$ cat config.mk
export PLATFORM = sky130hd
export DESIGN_NAME = fetch_unit
export DESIGN_NICKNAME = d
export VERILOG_FILES = /design/src/rtl/fetch_pkg.sv /design/src/rtl/fetch_skid_buf.sv /design/src/rtl/fetch_unit.sv
export SDC_FILE = /design/constraint.sdc
export NUM_CORES = 1
export LEC_CHECK = 0
export BUFFER_PORTS_ARGS = -buffer_cell sky130_fd_sc_hd__buf_4
export CAP_MARGIN = 40
export CORE_AREA = 2 2 136 138
export DETAILED_ROUTE_END_ITERATION = 8
export DIE_AREA = 0 0 138 140
export GPL_TIMING_DRIVEN = 0
export HOLD_SLACK_MARGIN = 0.1
export PLACE_DENSITY = 0.69
export SLEW_MARGIN = 20
export SYNTH_ARGS = -nofsm -noshare
export SYNTH_HDL_FRONTEND = slang
export SYNTH_SLANG_ARGS = --single-unit
$ cat constraint.sdc
create_clock -name clk -period 6.34 [get_ports clk]
set_input_delay 0.317 -clock clk [delete_from_list [all_inputs] [get_ports clk]]
set_output_delay 0.317 -clock clk [all_outputs]
set_load 0.02 [all_outputs]
$ cat src/rtl/fetch_pkg.sv
// fetch_pkg: shared constants, state encoding and buffer entry type for the fetch stage.
package fetch_pkg;

    localparam logic [31:0] RESET_PC_DEFAULT = 32'h0000_0000;
    localparam int          IMEM_AW          = 12;
    localparam int          BUF_DEPTH        = 2;

    typedef enum logic [1:0] {
        BOOT   = 2'd0,
        RUN    = 2'd1,
        HALTED = 2'd2
    } fetch_state_e;

    typedef struct packed {
        logic [31:0] pc;
        logic [31:0] instr;
    } fetch_entry_t;

    // Word address presented to inst_mem for a byte PC.
    function automatic logic [31:0] word_addr(input logic [31:0] byte_pc);
        return {2'b00, byte_pc[31:2]};
    endfunction

endpackage

$ cat src/rtl/fetch_skid_buf.sv
// fetch_skid_buf: two-entry FIFO of fetched {pc, instr} pairs sitting between the
// memory response and decode. Flush wins over a simultaneous push; no bypass path.
module fetch_skid_buf
    import fetch_pkg::*;
(
    input  logic         clk,
    input  logic         rst_n,
    input  logic         push_i,
    input  fetch_entry_t pushData_i,
    input  logic         pop_i,
    input  logic         flush_i,
    output logic [1:0]   count_o,
    output fetch_entry_t head_o
);

    fetch_entry_t entry_q [BUF_DEPTH];
    logic         rdPtr_q, rdPtr_d;
    logic         wrPtr_q, wrPtr_d;
    logic [1:0]   count_q, count_d;
    logic         doPush;
    logic         doPop;

    assign doPush  = push_i & ~flush_i;
    assign doPop   = pop_i & ~flush_i & (count_q != 2'd0);
    assign count_o = count_q;
    assign head_o  = entry_q[rdPtr_q];

    // Next pointer and occupancy values; a flush empties the buffer outright
    always_comb begin
        rdPtr_d = rdPtr_q;
        wrPtr_d = wrPtr_q;
        count_d = count_q;
        if (flush_i) begin
            rdPtr_d = 1'b0;
            wrPtr_d = 1'b0;
            count_d = 2'd0;
        end else begin
            if (doPush) begin
                wrPtr_d = ~wrPtr_q;
            end
            if (doPop) begin
                rdPtr_d = ~rdPtr_q;
            end
            count_d = count_q + {1'b0, doPush} - {1'b0, doPop};
        end
    end

    // Register pointers and occupancy
    always_ff @(posedge clk) begin
        if (!rst_n) begin
            rdPtr_q <= 1'b0;
            wrPtr_q <= 1'b0;
            count_q <= 2'd0;
        end else begin
            rdPtr_q <= rdPtr_d;
            wrPtr_q <= wrPtr_d;
            count_q <= count_d;
        end
    end

    // Entry storage; cleared on reset so the head reads as zero while empty after reset
    always_ff @(posedge clk) begin
        if (!rst_n) begin
            for (int i = 0; i < BUF_DEPTH; i++) begin
                entry_q[i] <= '0;
            end
        end else if (doPush) begin
            entry_q[wrPtr_q] <= pushData_i;
        end
    end

    // Issue throttling upstream must never let a response arrive into a full buffer
    a_noOverflow: assert property (@(posedge clk) disable iff (!rst_n)
        !(doPush && !doPop && (count_q == 2'(BUF_DEPTH))));

endmodule

$ cat src/rtl/fetch_unit.sv
// fetch_unit: owns the PC, drives the synchronous-read instruction memory, absorbs its
// one-cycle latency and hands {pc, instr} to decode over valid/ready at one per cycle.
module fetch_unit
    import fetch_pkg::*;
#(
    parameter logic [31:0] RESET_PC = RESET_PC_DEFAULT
) (
    input  logic        clk,
    input  logic        rst_n,
    output logic [31:0] imem_addr,
    input  logic [31:0] imem_dout,
    input  logic        redirect_valid,
    input  logic [31:0] redirect_pc,
    input  logic        halt,
    output logic        out_valid,
    input  logic        out_ready,
    output logic [31:0] out_instr,
    output logic [31:0] out_pc
);

    fetch_state_e state_q, state_d;
    logic [31:0]  pc_q, pc_d;
    logic [31:0]  respPc_q, respPc_d;
    logic         respVld_q, respVld_d;
    logic         issueEn;
    logic         popEn;
    logic [2:0]   projected;
    logic [1:0]   bufCount;
    fetch_entry_t bufHead;
    fetch_entry_t pushEntry;

    assign popEn     = out_valid & out_ready;
    assign imem_addr = word_addr(pc_q);
    assign out_valid = (bufCount != 2'd0);
    assign out_pc    = bufHead.pc;
    assign out_instr = bufHead.instr;

    assign pushEntry.pc    = respPc_q;
    assign pushEntry.instr = imem_dout;

    // State register
    always_ff @(posedge clk) begin
        if (!rst_n) begin
            state_q <= BOOT;
        end else begin
            state_q <= state_d;
        end
    end

    // Next-state logic; a redirect always lands in RUN, halt still gates issue there
    always_comb begin
        state_d = state_q;
        if (redirect_valid) begin
            state_d = RUN;
        end else begin
            case (state_q)
                BOOT:    state_d = RUN;
                RUN:     if (halt) state_d = HALTED;
                HALTED:  if (!halt) state_d = RUN;
                default: state_d = BOOT;
            endcase
        end
    end

    // Issue decision: only fetch when the buffer is guaranteed room for the response
    always_comb begin
        projected = {1'b0, bufCount} + {2'b00, respVld_q} - {2'b00, popEn};
        issueEn   = 1'b0;
        if ((state_q == RUN) && !halt && !redirect_valid && (projected < 3'(BUF_DEPTH))) begin
            issueEn = 1'b1;
        end
    end

    // PC and in-flight response tracking; a redirect drops whatever is in flight
    always_comb begin
        pc_d      = pc_q;
        respPc_d  = respPc_q;
        respVld_d = 1'b0;
        if (redirect_valid) begin
            pc_d = redirect_pc & ~32'h3;
        end else if (issueEn) begin
            pc_d      = pc_q + 32'd4;
            respPc_d  = pc_q;
            respVld_d = 1'b1;
        end
    end

    // Register PC and response tracking
    always_ff @(posedge clk) begin
        if (!rst_n) begin
            pc_q      <= RESET_PC;
            respPc_q  <= 32'h0;
            respVld_q <= 1'b0;
        end else begin
            pc_q      <= pc_d;
            respPc_q  <= respPc_d;
            respVld_q <= respVld_d;
        end
    end

    fetch_skid_buf u_buf (
        .clk        (clk),
        .rst_n      (rst_n),
        .push_i     (respVld_q),
        .pushData_i (pushEntry),
        .pop_i      (popEn),
        .flush_i    (redirect_valid),
        .count_o    (bufCount),
        .head_o     (bufHead)
    );

    // A stalled entry must stay put until decode takes it
    a_stallStable: assert property (@(posedge clk) disable iff (!rst_n)
        (out_valid && !out_ready && !redirect_valid) |=>
            (out_valid && $stable(out_pc) && $stable(out_instr)));

endmodule

==> results of run 1 <==
==> critical path: cells and delay by family, from the launching register on <==
| family | cells | cell delay [ns] |
|---|---|---|
| DFF | 1 | 0.37 |
| AOI/OAI and AO/OA | 1 | 0.23 |
| and+or+nand+nor | 6 | 1.28 |
| adders and majority gates | 2 | 0.76 |
| buffers and inverters | 3 | 0.63 |
==> cells by family (layout without fill, tap and decap cells) <==
group	count (synthesis)	count (layout)
buf+inv	59	256
fa+ha+maj	6	6
other cells	1	4
flops	192	192
mux	63	63
simple gates	289	289
xor+xnor	33	33
compound gates	89	89
==> how the worst min path moves through the flow <==
| stage | from | end | slack [ns] |
|---|---|---|---|
| after CTS | halt | state_q[1] | 0.11 |
| after floorplan | respPc_q[18] | respPc_q[18] | 0.44 |
| final | halt | state_q[1] | 0.13 |
| after global placement | respPc_q[25] | respPc_q[25] | 0.45 |
| after detailed placement | respPc_q[25] | respPc_q[25] | 0.45 |
| after global routing | halt | state_q[1] | 0.13 |
==> cell usage after synthesis (2+ instances only) <==
library cell / count
dfxtp_1: 68
nor3_1: 12
o21ai_0: 27
and3_1: 5
and4_1: 2
buf_2: 3
nor3_2: 2
nand4_1: 7
nand4_2: 2
buf_1: 2
nor2b_1: 2
edfxtp_1: 124
nor4_1: 2
nand2_1: 97
nand2b_1: 5
nand2_2: 2
clkbuf_1: 39
mux2_2: 62
o21ai_1: 3
a21oi_1: 16
nand3_1: 4
nor2_1: 9
inv_1: 10
o211a_1: 5
and2_1: 126
xor2_1: 11
a21boi_0: 29
xnor2_1: 22
ha_1: 4
o31ai_1: 2
nor4_2: 4
a21boi_1: 2
buf_4: 4
==> where the power goes <==
part | switching [uW] | internal [uW] | leakage, uW
Combinational | 131 | 110 | 0.00213
Clock | 473 | 579 | 0.000293
Sequential | 33.5 | 1370 | 0.00184
Total | 637 | 2060 | 0.00427
==> registers in the layout (all words and copies together), names as in the netlist, named ones only <==
name and cells:
u_buf.entry_q 124, pc_q 30, respPc_q 30, state_q 2
u_buf.count_o 2, respVld_q 1, u_buf.rdPtr_q 1, u_buf.wrPtr_q 1
==> layout make-up <==
cell class | count | area, sq um | area share [%]
flip-flops and latches | 192 | 5080 | 47.0
clock buffers | 20 | 500 | 4.62
plain buffers | 49 | 210 | 1.94
well taps | 229 | 287 | 2.65
repair buffers | 165 | 1300 | 12.0
clock inverters | 12 | 92.6 | 0.855
inverters | 10 | 37.5 | 0.347
multi-input cells | 484 | 3310 | 30.6
==> through the flow <==
step | area [sq um] | setup WS [ns] | hold slack (ns) | TNS, ns
global route | 10800 | 2.68 | 0.133 | 0
detailed placement | 10200 | 3.00 | 0.454 | 0
finish | 10800 | 2.99 | 0.130 | 0
floorplan | 8620 | 0.793 | 0.439 | 0
CTS | 10800 | 2.99 | 0.109 | 0
global placement | 10100 | -1.97 | 0.449 | -121.87
==> routing by layer <==
metal,vias up,global-route usage [%]
met5,-,0
li1,2926,-
met2,181,32.2
met4,0,7.25
met1,2739,27.0
met3,20,3.90
==> timing repair <==
| item | in CTS | in global routing |
|---|---|---|
| hold endpoints to repair | 2 | 0 |
| resized for setup | 0 | 0 |
| hold buffers | 2 | 0 |
==> impl_metrics.tcl, run 1 <==
set metrics [dict create \
    via_per_inst 5.05 \
    gp_congestion 0.840 \
    yosys.area_share.simple_pct 18.8 \
    r2r_end "pc_q[23]" \
    grt_max_degree 43 \
    finClkSkew_ns 0.00870 \
    syn-cell-area_sq_um 8610 \
    cts_setup_buffers 0 \
    cts_htree_levels 4 \
    layout-drive-gt1-share_pct 30.7 \
    areaGrowthSynthToFinish_pct 25.7 \
    ys_types 51 \
    synth_top_cell_by_area "edfxtp_1" \
    path_max_fanout 10 \
    hold_viol 0 \
    routed.top_layer "met4" \
    synth-seq-cells 192 \
    netlist_instances 732 \
    num_vias 5866 \
    wl_met1_um 8530 \
    final_common_cell "buf_4" \
    dp.cells 1127 \
    root_buffer "clkbuf_16" \
    slew_headroom_pct 53.8 \
    drc 0 \
    grt_pass1_vias 5710 \
    wirelength_um 18800 \
    synthArstFlopShare_pct 0 \
    antenna_found_initial 0 \
    cp_slowest_cell "fa_1" \
    core_sq_um 17800 \
    rsz0062_at_grt "false" \
    io_pins 166 \
    total_power_uw 2700 \
    vdd_drop_max_uv 207 \
    final_net_count 993 \
    synthXorXnorAreaFrac_pct 3.36 \
    clk_pin_slew_worst_paths_ns 0.07 \
    startpoint "u_buf.count_o[1]" \
    grt_overflow_total 0 \
    r2r_cells 12 \
    slowest_delay_ns 0.50 \
    finalSetupViolCount 0 \
    ys_warn_count 0 \
    clockBufferDepth 2 \
    p_leak_uw 0.00427 \
    cp.required_ns 6.70 \
    finalCriticalPeriod_ns 3.35 \
    fillers 1483 \
    wl_met2_um 9020 \
    synth_compound_area_share_pct 6.69 \
    pwr_density_cell_nw_per_um2 249 \
    die-area_sq_um 19300 \
    start_util_pct 48.4 \
    ant_nets 0 \
    dp_hpwl_um 13500 \
    fp.dieH_um 140 \
    postLayoutCoreUtil_pct 60.9 \
    synthFlopType "edfxtp_1" \
    cts_tree "built" \
    port_buffers 159 \
    synth_area_leaders "edfxtp_1, dfxtp_1, and2_1" \
    timing.rr.start "u_buf.count_o[1]" \
    synth_edf_count 124 \
    r2r_slack_ns 2.99 \
    period_share_pct 52.8 \
    endpoint "pc_q[23]" \
    arrival_ns 3.70 \
    cp-end-kind "flop" \
    drt-initial-drc-count 253 \
    hp-class "in2reg" \
    final_cells 1161 \
    whs_path_depth 2 \
    status "complete, no violations" \
    slew_viol_final 0 \
    mostFrequentLayoutCells "buf_4, and2_1, edfxtp_1, nand2_1, dfxtp_1" \
    clk_latency_ns 0.43 \
    cp_cell_sequence "or2_2, nand2_1, inv_1, ha_1, nand2b_1, fa_1, and4bb_2, and2_1, clkbuf_1, buf_2, nand2_1, o21ai_0" \
    dr_wl_met3_um 1020 \
    post_drt_wl_per_cell_um 16.2 \
    synth.avg_cell_area_sq_um 11.8 \
    cts_buffers 17 \
    antenna-diode-count 0 \
    die_x_um 138 \
    grt_pass1_wl_um 30300 \
    synth_top_family_by_area "simple AND/OR/NAND/NOR gates" \
    synth.yosys.seq_area_share_pct 59.1 \
    rows 49 \
    cp-start-kind "flop" \
    synth_top_area_share_pct 43.2 \
    track_usage_pct 19.9 \
    synthAdderAreaFrac_pct 0.930 \
    cpMostUsedCell "nand2_1" \
    clock-sinks 192 \
    drv_cap 0 \
    clock.fmax_mhz 299 \
    crit_type "reg2reg" \
    synthMuxAreaShare_pct 8.23 \
    worst_slew_pin_slew_ns 0.691 \
    dr.pass1.iters 5 \
]
Power figures use the tool's default switching activity.
==> run 2, diff against run 1 <==
--- a/config.mk
+++ b/config.mk
@@ -12,7 +12,7 @@
 export DIE_AREA = 0 0 138 140
 export GPL_TIMING_DRIVEN = 0
 export HOLD_SLACK_MARGIN = 0.1
-export PLACE_DENSITY = 0.69
+export PLACE_DENSITY = 0.72
 export SLEW_MARGIN = 20
 export SYNTH_ARGS = -nofsm -noshare
 export SYNTH_HDL_FRONTEND = slang
==> constraint.sdc (replaced) <==
create_clock -name clk -period 3 [get_ports clk]
set_input_delay 0.15 -clock clk [delete_from_list [all_inputs] [get_ports clk]]
set_output_delay 0.15 -clock clk [all_outputs]
set_load 0.02 [all_outputs]
==> run 2 against run 1 <==
Wire length rose by 3.1%. Via count rose by 4.6%. Clock skew barely moved. Non-clock buffer count rose by 62. Sequential power rose by 110%. Largest power group unchanged.
==> impl_metrics.tcl, run 2 (synthesis results as in run 1) <==
set metrics [dict create \
    reg_top3 "u_buf.entry_q: 124 flops, pc_q: 30 flops, respPc_q: 30 flops" \
    cp.required_ns 3.30 \
    io_pins 166 \
    wirelength_um 19400 \
    status "complete, no violations" \
    hold_slack_ns 0.104 \
    met2_usage_pct 33.5 \
    final_net_count 1055 \
    clk_latency_ns 0.42 \
    grt_pass1_wl_um 31400 \
    num_vias 6133 \
    clock.fmax_mhz 347 \
    pwr_density_cell_nw_per_um2 503 \
    core_sq_um 17800 \
    drc 0 \
    cp-end-kind "flop" \
    post_drt_wl_per_cell_um 15.9 \
    hp-class "in2reg" \
    antenna-diode-count 0 \
    via_per_inst 5.01 \
    vdd_drop_max_uv 437 \
    grt_util_met3_pct 3.73 \
    fp.dieH_um 140 \
    finalSetupViolCount 0 \
    final_common_cell "buf_4" \
    ant_nets 0 \
    period_share_pct 96.1 \
    largest_register_ffs 124 \
    final_cells 1223 \
    hold_viol 0 \
    grt_pass1_vias 6074 \
    mostFrequentLayoutCells "buf_4, and2_1, edfxtp_1, nand2_1, dfxtp_1" \
    crit_type "reg2reg" \
    die_x_um 138 \
    clock-sinks 192 \
    clockBufferDepth 2 \
    busiest_layer "met2" \
    cts_htree_levels 4 \
    antenna_found_initial 0 \
    layout-drive-gt1-share_pct 30.5 \
    root_buffer "clkbuf_16" \
    p_leak_uw 0.00460 \
    worst_slew_pin_slew_ns 0.673 \
    dp.cells 1128 \
    finalCriticalPeriod_ns 2.88 \
    clk_pin_slew_worst_paths_ns 0.07 \
    largest-register "u_buf.entry_q" \
    drt-initial-drc-count 331 \
    tns_ns 0 \
    cts_tree "built" \
    rows 49 \
    port_buffers 159 \
    cp-start-kind "flop" \
    grt_max_degree 50 \
    finClkSkew_ns 0.00900 \
    fillers 1368 \
    grt_overflow_total 0 \
    place_area_sq_um 10200 \
    fin_area_sq_um 11600 \
    track_usage_pct 20.3 \
    dp_hpwl_um 13300 \
    gp_congestion 0.834 \
    path_max_fanout 7 \
    drv_cap 0 \
    slew_headroom_pct 55.0 \
    areaGrowthSynthToFinish_pct 34.6 \
    start_util_pct 48.4 \
    dr.pass1.iters 5 \
    met1_usage_pct 27.6 \
    rsz0062_at_grt "true" \
    arrival_ns 3.18 \
    slew_viol_final 0 \
    die-area_sq_um 19300 \
    cts_buffers 17 \
]
run 2: cell types whose count changed in the layout (fill, tap and decap cells not counted), moves of 4 or more:
| cell | delta |
|---|---|
| clkbuf_1 | -6 |
| clkbuf_4 | +4 |
| clkinv_1 | +4 |
| dlygate4sd3_1 | +60 |
| inv_6 | -5 |
| nor3_1 | -4 |
run 2: worst paths after layout:
check | end | startpoint | slack, ns | cells past startpoint
max | pc_q[21] | u_buf.count_o[1] | 0.12 | 12
min | u_buf.rdPtr_q | out_ready | 0.10 | 4
max reg2reg | pc_q[21] | u_buf.count_o[1] | 0.12 | 12
min reg2reg | respPc_q[25] | respPc_q[25] | 0.47 | 2
run 2: final cells by class:
| cell class | count | area (sq um) | share of cell area (%) |
|---|---|---|---|
| sequential | 192 | 5090 | 43.9 |
| multi-input combinational | 484 | 3400 | 29.4 |
| timing repair buffer | 228 | 1930 | 16.7 |
| clock buffer | 20 | 457 | 3.94 |
| tap | 229 | 287 | 2.47 |
| buffer | 48 | 241 | 2.08 |
| clock inverter | 12 | 141 | 1.22 |
| inverter | 10 | 37.5 | 0.324 |
run 2: stage by stage:
| step | worst slack [ns] | util [%] | total power (uW) |
|---|---|---|---|
| finish | 0.117 | 65.2 | 5830 |
| global route | -0.0194 | 65.2 | 6050 |
| CTS | 0.00579 | 64.8 | 5870 |
| detailed placement | -0.295 | 57.5 | 3530 |
| global placement | -1.15 | 56.8 | 3520 |
| floorplan | 0.0908 | - | 3280 |
run 2: critical path, cell delays in order, from the launching register on:
cell and delay (ns):
dfxtp_4 0.37, or2_4 0.28, nand2_4 0.09, inv_1 0.05, ha_1 0.26, nand2b_1 0.16
fa_1 0.48, and4bb_2 0.32, nand4_1 0.13, buf_6 0.18, nor3_2 0.22, xnor2_1 0.14
a21oi_1 0.08
run 2: power breakdown:
part / switching, uW / internal, uW
clock network: 935 / 1340
registers: 70.2 / 2900
logic: 293 / 290
run 2: metal layers:
layer	part of all wire, %	routed length (um)
met5	0	0
met4	1.3	255
met2	48	9350
met3	6.1	1190
met1	44	8620
run 2: what timing repair did:
| action | 4_1_cts | 5_1_grt |
|---|---|---|
| endpoints found under the setup margin | 53 | 50 |
| pin swaps | 0 | 2 |
| buffers inserted | 2 | 0 |
| hold buffers | 62 | 0 |
| cloned | 0 | 0 |
| resized for setup | 24 | 19 |
| hold endpoints to repair | 95 | 0 |
==> run 3, diff against run 2 <==
--- a/config.mk
+++ b/config.mk
@@ -12,8 +12,10 @@
 export DIE_AREA = 0 0 138 140
 export GPL_TIMING_DRIVEN = 0
 export HOLD_SLACK_MARGIN = 0.1
+export MAX_ROUTING_LAYER = met4
 export PLACE_DENSITY = 0.72
 export SLEW_MARGIN = 20
 export SYNTH_ARGS = -nofsm -noshare
 export SYNTH_HDL_FRONTEND = slang
 export SYNTH_SLANG_ARGS = --single-unit
+export TNS_END_PERCENT = 1
==> run 3 against run 2 <==
Via count barely moved. Sequential share of layout area barely moved. Clock power barely moved. Global-route usage rose by 0.62 points. Wire length rose by 0.47%. Sequential power barely moved. Worst hold slack barely moved. Count of clock-buffer cells in the layout did not move. Fmax fell by 0.90%. Critical path type unchanged. Largest cell class unchanged. Largest power group unchanged.
==> impl_metrics.tcl, run 3 (synthesis results as in run 1) <==
set metrics [dict create \
    final_net_count 1055 \
    largest_register_ffs 124 \
    grt_max_degree 50 \
    io_pins 166 \
    finClkSkew_ns 0.00973 \
    largest-register "u_buf.entry_q" \
    cp-end-kind "flop" \
    clk_latency_ns 0.43 \
    clockBufferDepth 2 \
    path_max_fanout 10 \
    root_buffer "clkbuf_16" \
    finalSetupViolCount 0 \
    final_common_cell "buf_4" \
    place_area_sq_um 10200 \
    cp_cell_sequence "or2_4, nand2_4, inv_1, ha_1, nand2b_1, fa_1, and4bb_2, nand2_8, nor4_4, xor2_1, o211a_1" \
    cts_tree "built" \
    p_leak_uw 0.00460 \
    worst_slew_pin_slew_ns 0.680 \
    post_drt_wl_per_cell_um 16.0 \
    die_x_um 138 \
    arrival_ns 3.23 \
    cp-start-kind "flop" \
    drv_cap 0 \
    hold_slack_ns 0.104 \
    mostFrequentLayoutCells "buf_4, and2_1, edfxtp_1, nand2_1, dfxtp_1" \
    layout-drive-gt1-share_pct 30.5 \
    die-area_sq_um 19300 \
    cts_buffers 17 \
    hold_viol 0 \
    hp-class "in2reg" \
    clock-sinks 192 \
    clk_pin_slew_worst_paths_ns 0.07 \
    crit_type "reg2reg" \
    pwr_density_cell_nw_per_um2 505 \
    total_power_uw 5840 \
    via_per_inst 5.02 \
    antenna-diode-count 0 \
    start_util_pct 48.4 \
    port_buffers 159 \
    clock.fmax_mhz 344 \
    dr.pass1.iters 5 \
    grt_pass1_wl_um 31400 \
    rows 49 \
    finalCriticalPeriod_ns 2.91 \
    slowest_delay_ns 0.50 \
    grt_pass1_vias 6074 \
    status "complete, no violations" \
    cp_slowest_cell "fa_1" \
    cts_htree_levels 4 \
    areaGrowthSynthToFinish_pct 34.5 \
    antenna_found_initial 0 \
    cp.required_ns 3.32 \
    ant_nets 0 \
    reg_top3 "u_buf.entry_q: 124 flops, pc_q: 30 flops, respPc_q: 30 flops" \
    track_usage_pct 21.0 \
    fin_area_sq_um 11600 \
    num_vias 6135 \
    core_sq_um 17800 \
    slew_viol_final 0 \
    drt-initial-drc-count 386 \
    slew_headroom_pct 54.5 \
    grt_overflow_total 0 \
    period_share_pct 97.0 \
    gp_congestion 0.847 \
    drc 0 \
    vdd_drop_max_uv 438 \
    fp.dieH_um 140 \
    wirelength_um 19500 \
    dp_hpwl_um 13300 \
]
## run 3: critical path, delay by kind of cell (launching register included)
kind | cells | cell delay, ns
AOI/OAI and AO/OA | 1 | 0.21
xor gates and xnor gates | 1 | 0.11
adders and majority gates | 2 | 0.76
buffers and inverters | 1 | 0.05
DFF | 1 | 0.36
and+or+nand+nor | 6 | 1.30
## run 3: per-stage QoR
step                std cells  util, %  setup WS (ns)  TNS, ns
floorplan                 735        -         0.0908        0
global placement         1123     56.8          -1.15  -126.75
detailed placement       1128     57.5         -0.295   -10.53
CTS                      1223     64.6         -0.144   -0.897
global route             1223     65.1        -0.0563   -0.681
finish                   1223     65.1         0.0912        0
## run 3: routing by layer
layer | routed length (um) | GRT usage (%) | up-vias
met3 | 1210 | 3.62 | 17
met4 | 251 | 6.39 | 0
li1 | - | - | 3032
met5 | 0 | - | -
met1 | 8720 | 27.7 | 2866
met2 | 9330 | 33.4 | 220
## run 3: area by class of cell
cell class                      count  area [sq um]
Multi-Input combinational cell    484          3400
Buffer                             48           235
Inverter                           10          37.5
Sequential cell                   192          5090
Timing Repair Buffer              228          1930
Clock buffer                       20           457
Clock inverter                     12           141
Tap cell                          229           287
Fill cell                        1367          6200
## run 3: power by group
| part | total [uW] | internal [uW] | switching, uW |
|---|---|---|---|
| Clock | 2290 | 1340 | 946 |
| Sequential | 2970 | 2900 | 70.5 |
| Combinational | 582 | 289 | 293 |
## run 3: repair_timing
action / CTS / global route
hold endpoints to repair: 95 / 0
resized for setup: 17 / 23
buffers inserted: 2 / 0
pin swaps: 0 / 1
setup endpoints to repair: 53 / 58
hold buffers: 62 / 0
## run 3: worst paths after layout
check                                       from            end  slack (ns)  cells past startpoint
worst min register to register      respPc_q[25]   respPc_q[25]        0.47                      2
worst max-delay path            u_buf.count_o[1]       pc_q[24]        0.09                     11
worst min-delay path                   out_ready  u_buf.rdPtr_q        0.10                      4
worst max register to register  u_buf.count_o[1]       pc_q[24]        0.09                     11
